$ cat config.mk
export PLATFORM = sky130hd
export DESIGN_NAME = rf_commit_tracer
export DESIGN_NICKNAME = d
export VERILOG_FILES = /design/src/rtl/rf_commit_tracer.sv
export SDC_FILE = /design/constraint.sdc
export NUM_CORES = 1
export LEC_CHECK = 0
export ABC_AREA = 1
export BUFFER_PORTS_ARGS = -buffer_cell sky130_fd_sc_hd__buf_2
export CORE_ASPECT_RATIO = 0.75
export CORE_UTILIZATION = 46
export DETAILED_ROUTE_END_ITERATION = 8
export PLACE_DENSITY_LB_ADDON = 0.08
export SYNTH_ARGS = -nofsm -noshare
export SYNTH_HDL_FRONTEND = slang
export SYNTH_SLANG_ARGS = --single-unit
export TNS_END_PERCENT = 5
$ cat constraint.sdc
create_clock -name clk -period 9.7 [get_ports clk]
set_input_delay 0.485 -clock clk [delete_from_list [all_inputs] [get_ports clk]]
set_output_delay 0.485 -clock clk [all_outputs]
set_load 0.005 [all_outputs]
$ cat src/rtl/rf_commit_tracer.sv
`default_nettype none
// ============================================================================
// Module      : rf_commit_tracer
// Description : Register-file commit trace buffer. Every architectural
//               register write (enable high, address non-zero) becomes a
//               sequence-tagged record in a first-word-fall-through FIFO,
//               presented on a valid/ready stream. Events arriving while the
//               FIFO is full are dropped and counted.
// Revision    : 1.0 - initial release
// ============================================================================
module rf_commit_tracer #(
    parameter int BUF_SIZE       = 32,
    parameter int BUF_ADDR_WIDTH = 5,
    parameter int SEQ_WIDTH      = 16
) (
    input  logic                      clk,
    input  logic                      rst,
    input  logic                      rf_wen,
    input  logic [4:0]                rf_wa,
    input  logic [31:0]               rf_wd,
    output logic                      tr_valid,
    input  logic                      tr_ready,
    output logic [SEQ_WIDTH-1:0]      tr_seq,
    output logic [4:0]                tr_addr,
    output logic [31:0]               tr_data,
    output logic [BUF_ADDR_WIDTH:0]   level,
    output logic                      overflow,
    output logic [15:0]               drop_cnt,
    input  logic                      clr_overflow
);

    localparam int                    c_REC_W      = SEQ_WIDTH + 5 + 32;
    localparam logic [BUF_ADDR_WIDTH:0] c_FULL_LEVEL = (BUF_ADDR_WIDTH+1)'(BUF_SIZE);
    localparam logic [15:0]           c_DROP_MAX   = 16'hFFFF;

    // Record storage; contents are deliberately not reset.
    logic [c_REC_W-1:0]        mem_q [BUF_SIZE];

    logic [BUF_ADDR_WIDTH-1:0] wr_ptr_q, wr_ptr_d;
    logic [BUF_ADDR_WIDTH-1:0] rd_ptr_q, rd_ptr_d;
    logic [BUF_ADDR_WIDTH:0]   level_q,  level_d;
    logic [SEQ_WIDTH-1:0]      seq_cnt_q, seq_cnt_d;
    logic                      overflow_q, overflow_d;
    logic [15:0]               drop_cnt_q, drop_cnt_d;

    logic                      w_ev;
    logic                      w_full;
    logic                      w_pop;
    logic                      w_push;
    logic                      w_drop;
    logic [c_REC_W-1:0]        w_head;

    // Event classification and next-state computation for all counters.
    always_comb begin
        w_ev       = rf_wen & (rf_wa != 5'd0);
        w_full     = (level_q == c_FULL_LEVEL);
        // Full/empty are taken from level: pointers alone are ambiguous.
        w_pop      = (level_q != '0) & tr_ready;
        // A pop in the same cycle frees the slot, so a full FIFO still accepts.
        w_push     = w_ev & (~w_full | w_pop);
        w_drop     = w_ev & w_full & ~w_pop;

        wr_ptr_d   = w_push ? wr_ptr_q + BUF_ADDR_WIDTH'(1) : wr_ptr_q;
        rd_ptr_d   = w_pop  ? rd_ptr_q + BUF_ADDR_WIDTH'(1) : rd_ptr_q;

        level_d    = level_q;
        if (w_push && !w_pop) begin
            level_d = level_q + (BUF_ADDR_WIDTH+1)'(1);
        end else if (w_pop && !w_push) begin
            level_d = level_q - (BUF_ADDR_WIDTH+1)'(1);
        end

        // Dropped events still consume a number so the reader sees a gap.
        seq_cnt_d  = w_ev ? seq_cnt_q + SEQ_WIDTH'(1) : seq_cnt_q;

        overflow_d = overflow_q;
        drop_cnt_d = drop_cnt_q;
        if (w_drop) begin
            // A drop coinciding with a clear restarts the count at one.
            overflow_d = 1'b1;
            if (clr_overflow) begin
                drop_cnt_d = 16'd1;
            end else if (drop_cnt_q != c_DROP_MAX) begin
                drop_cnt_d = drop_cnt_q + 16'd1;
            end
        end else if (clr_overflow) begin
            overflow_d = 1'b0;
            drop_cnt_d = 16'd0;
        end
    end

    // Control state register with asynchronous reset.
    always_ff @(posedge clk or posedge rst) begin
        if (rst) begin
            wr_ptr_q   <= '0;
            rd_ptr_q   <= '0;
            level_q    <= '0;
            seq_cnt_q  <= '0;
            overflow_q <= 1'b0;
            drop_cnt_q <= '0;
        end else begin
            wr_ptr_q   <= wr_ptr_d;
            rd_ptr_q   <= rd_ptr_d;
            level_q    <= level_d;
            seq_cnt_q  <= seq_cnt_d;
            overflow_q <= overflow_d;
            drop_cnt_q <= drop_cnt_d;
        end
    end

    // Record write; the stored sequence number is the pre-increment value.
    always_ff @(posedge clk) begin
        if (w_push) begin
            mem_q[wr_ptr_q] <= {seq_cnt_q, rf_wa, rf_wd};
        end
    end

    // Fall-through head; fields are forced to zero whenever nothing is held.
    assign w_head   = mem_q[rd_ptr_q];
    assign tr_valid = (level_q != '0);
    assign tr_seq   = tr_valid ? w_head[c_REC_W-1 -: SEQ_WIDTH] : '0;
    assign tr_addr  = tr_valid ? w_head[36:32] : 5'd0;
    assign tr_data  = tr_valid ? w_head[31:0]  : 32'd0;
    assign level    = level_q;
    assign overflow = overflow_q;
    assign drop_cnt = drop_cnt_q;

endmodule
`default_nettype wire

* Word-level counts from Yosys, hierarchy flattened
Memories as Yosys holds them, arrays and structs flattened. Cells that the tools add are included.
Operators by class: muxes and demuxes 13, add/subtract/negate cells 6, eq/ne operators 2, bitwise gates (word level) 8, reduce and logical (&&, ||, !) cells 10
Operators with widths (count):
- two-way mux 16 bit | 5
- adder 16 x 1 -> 16 bit, second input constant | 2
- two-way mux 32 bit | 1
- inequality test 16 bit, second input constant | 1
- two-way mux 6 bit | 2
- adder 5 x 1 -> 5 bit, second input constant | 2
- adder 6 x 1 -> 6 bit, second input constant | 1
- == test 6 bit, second input constant | 1
- nonzero test 2 bit | 3
- nonzero test 6 bit | 1
- subtractor 6 x 1 -> 6 bit, second input constant | 1
- AND 1 bit | 5
- two-way mux 5 bit | 1
- nonzero test 5 bit | 1
- two-way mux 1 bit | 4
- logical AND 1 bit | 2
- zero test 1 bit | 2
- inverter 1 bit | 2
- AND reduction 2 bit | 1
- OR 1 bit | 1
Word-level totals: memories kept 1, input port bits 42, flip-flop bits (word level) 49, logic and storage cells 46, output and inout port bits 77, bits in writable memories 1696
Memories:
- mem_q | depth 32, bits a word 53, rd ports 1, clocked after Yosys merged registers in 0, wr ports 1, RTL line 37 | logic [c_REC_W-1:0] mem_q [BUF_SIZE];

* Longest topological paths before layout
word-level depth 8, depth in mapped cells 17

* Worst setup path after synthesis
OpenSTA, ideal clock, no wires.
path kind input -> register, start input rf_wa[3], end memory mem_q[3][0] in the netlist's numbering, enable pin, data arrival time 4883 ps, path slack 4288 ps, library setup time 529 ps, stages 8, path through nor2_1 nand3_1 nand2_1 buf_2 nor2_1 buf_2 inv_1 nor3_1
On the way: longest elaborated chain between the ends 5
Ends and longest elaborated chain:
- start, declared | RTL line 19 | input logic [4:0] rf_wa,
- nonzero test 5 bit | RTL line 55 | w_ev = rf_wen & (rf_wa != 5'd0);
- AND 1 bit | RTL line 55
- AND 1 bit | RTL line 60 | w_push = w_ev & (~w_full | w_pop);
- named net w_push | RTL line 49 | logic w_push;
- two-way mux 1 bit | RTL line 113 | if (w_push) begin
- two-way mux 1 bit (implied by the code) | RTL line 114 | mem_q[wr_ptr_q] <= {seq_cnt_q, rf_wa, rf_wd};
- end, declared | RTL line 37
The timed path passes the listed nets, and every way through them passes these cells.

* Final worst setup path
start register rd_ptr_q[0], end output tr_data[9]
On the way: longest elaborated chain between the ends 2
Ends and longest elaborated chain:
- start, declared | RTL line 40 | logic [BUF_ADDR_WIDTH-1:0] rd_ptr_q, rd_ptr_d;
- start signal, assigned | RTL line 103 | rd_ptr_q <= rd_ptr_d;
- memory (32 x 53 bit)
- two-way mux 32 bit | RTL line 123 | assign tr_data = tr_valid ? w_head[31:0] : 32'd0;
- end, declared | RTL line 25 | output logic [31:0] tr_data,
Every way passes these cells.

==> metrics.yaml <==
layout:
  final_common_cell: "nand2_1"
  drive_gt1_share_pct: 7.20
  fin_util_pct: 51.5
  fill_cells: 14000
  multi_input_area_um2: 17200
  register_area_um2: 52200
  nets: 6808
  layout_common_cells: "2184 x nand2_1, 1696 x edfxtp_1, 881 x nand3_1"
  areaGrowthSynthToFinish_pct: 11.0
global_route:
  use_met3_pct: 4.02
  antenna_found_initial: 4
  grt_pass1_wl_mm: 309
  track_usage_pct: 26.3
  overflow: 0
  grt_max_degree: 165
  grt_pass1_vias: 45500
  gr-max-usage-layer: "met1"
  grt_use_met1_pct: 40.8
  grt_use_met2_pct: 38.5
route:
  num_vias: 47900
  drc: 0
  wl_mm: 210
  dr.pass1.iters: 6
  dr.first_iter.drc_count: 4798
  routed_via_density: 5.31
  detail_route.wl_per_cell_um: 23.3
  final_antenna_net_count: 0
critical_path:
  regToRegSetupSlack_ps: 5140
  crit_type: "register to output port"
  crit_arrival_ps: 5300
  required_ps: 9220
  critPathLaunchType: "register"
  crit_fanout: 164
  endpoint_kind: "output port"
yosys:
  synth_xor_area_share_pct: 0.360
  yosysTopAreaCellShare_pct: 69.7
  yosysTopAreaCell: "edfxtp_1"
  synth-seq-area-share_pct: 71.4
  synthTopCellsByArea: "edfxtp_1 70%, nand2_1 11%, nand3_1 6.0%, inv_1 3.0%, nor2_1 2.9%"
  synth_nets: 6770
  yosys.area_share.simple_pct: 20.3
  synth_compound_area_share_pct: 2.33
  syn_area_um2: 73100
  synth_top_family_by_area: "simple AND/OR/NAND/NOR gates"
  synthMuxAreaShare_pct: 0
  yosysWarnings: 0
  synthAdderAreaFrac_pct: 0.233
  syn_area_per_cell_um2: 10.9
  syn_inst: 6715
  ys_types: 31
  yosys_register_bits: 1745
timing:
  finalSetupTns_ps: 0
  clock.fmax_mhz: 173
  worstMarginPinSlew_ps: 1300
  min_period_over_period_pct: 59.7
  finalSetupViolCount: 0
  relSlewSlack_pct: 13.4
  whs_ps: 125
  finClkSkew_ps: 28.6
  fin_ws_ps: 3910
  rsz0062_at_grt: "no"
  slew_violations: 0
  hold_viol: 0
  period_needed_ps: 5790
floorplan:
  ios: 119
  start_util_pct: 46.4
  dieArea_um2: 160000
  core_um2: 157000
  die_w_um: 462
  die_h_um: 347
  rows: 126
power_and_ir_drop:
  power.leakage_nw: 31.6
  vdd_drop_max_uv: 488
  power_mw: 23.7
  powerDensity_nw_per_um2: 292
clock_network:
  cts_buffers: 174
  clk_path_buf_depth: 3
  cts_resized: 0
  path_clk_slew_ps: 60
  cts.sinks: 1745
  cts_tree: "built"
  htree_levels: 4
  post_cts_buffers: 0
  clock-root-buffer: "clkbuf_16"
  clkLatencyLatePin_ps: 830
  postCtsHoldBufs: 2
placement:
  port_buffers: 118
  routabilityCongestion: 0.784
  dp_hpwl_mm: 104
  place_ws_ps: 3970
hold_path:
  hp-class: "input port to register"
job:
  maxCapViolations: 0
status:
  status: "completed"
## final timing paths
check	startpoint	to	depth (start not counted)
max reg2reg	level[1]$_DFFE_PP0P_	mem_q[16][45]$_DFFE_PP_	7
min	tr_ready	rd_ptr_q[0]$_DFFE_PP0N_	3
min in group asynchronous	rst	level[1]$_DFFE_PP0P_	4
max	rd_ptr_q[0]$_DFFE_PP0N_	tr_data[9]	12
max in group asynchronous	rst	rd_ptr_q[4]$_DFFE_PP0N_	4
min reg2reg	overflow$_DFFE_PP0P_	overflow$_DFFE_PP0P_	2
## flip-flops by register name (all words and copies together) (netlist names)
register,count
mem_q,1696
seq_cnt_q,16
overflow,1
level,6
rd_ptr_q,5
drop_cnt,16
wr_ptr_q,5
## worst max-delay path: stages (launching register included)
cell	delay (ps)
dfrtp_4	750
buf_12	540
buf_4	750
buf_4	890
nand2_1	100
nand3_1	130
nand3_1	80
nand2_1	90
nor2_1	120
nand2_1	80
nand2_1	70
nor2_1	290
buf_2	180
## cells by family (layout without fill, tap and decap cells)
| family | Yosys count | in the layout |
|---|---|---|
| xor+xnor | 30 | 30 |
| compound gates | 338 | 338 |
| fa+ha+maj | 13 | 13 |
| other cells | 0 | 1 |
| simple gates | 3649 | 3649 |
| buf+inv | 940 | 1125 |
| flops | 1745 | 1745 |
## per-layer routing
metal / up-vias / share of wire, %
met5: - / 0
met4: 0 / 2.1
met3: 237 / 7.1
met2: 1594 / 43
met1: 23600 / 47
li1: 22500 / -
## synthesized netlist by cell type
master and n:
ha_1 12, a21oi_1 55, o31ai_1 1, nor3_1 12
buf_4 15, inv_2 6, clkbuf_1 112, o21bai_1 2
o211ai_1 1, nand2_2 1, fa_1 1, nand4_1 8
edfxtp_1 1696, buf_2 173, xor2_1 22, nand2_1 2185
buf_6 18, xnor2_1 8, nor2b_1 1, inv_4 1
buf_1 38, nand3b_1 1, dfrtp_1 49, clkinv_1 2
nor2_1 558, or2_2 2, inv_1 575, o22ai_1 1
o21ai_1 47, o21ai_0 231, nand3_1 881
## cell type report
type	count	area share, %
Multi-Input combinational cell	4030	21.2
Clock inverter	86	0.836
Antenna cell	1	0.00309
Sequential cell	1745	64.3
Clock buffer	237	5.84
Inverter	584	2.76
Tap cell	2112	3.26
Timing Repair Buffer	218	1.74
## through the flow
stage	cells	instance area, um2
after detailed placement	8687	75700
after floorplan	6715	73100
after global placement	8687	75700
after CTS	9012	81100
final	9013	81100
after global routing	9013	81100
## power breakdown
group / leakage [nW] / switching [mW] / internal [mW]
Clock: 2.65 / 2.92 / 3.62
Combinational: 13.0 / 5.97 / 2.05
Sequential: 16.0 / 0.220 / 8.89
Total: 31.6 / 9.11 / 14.6
No activity file was read; power rests on OpenSTA's default activity.
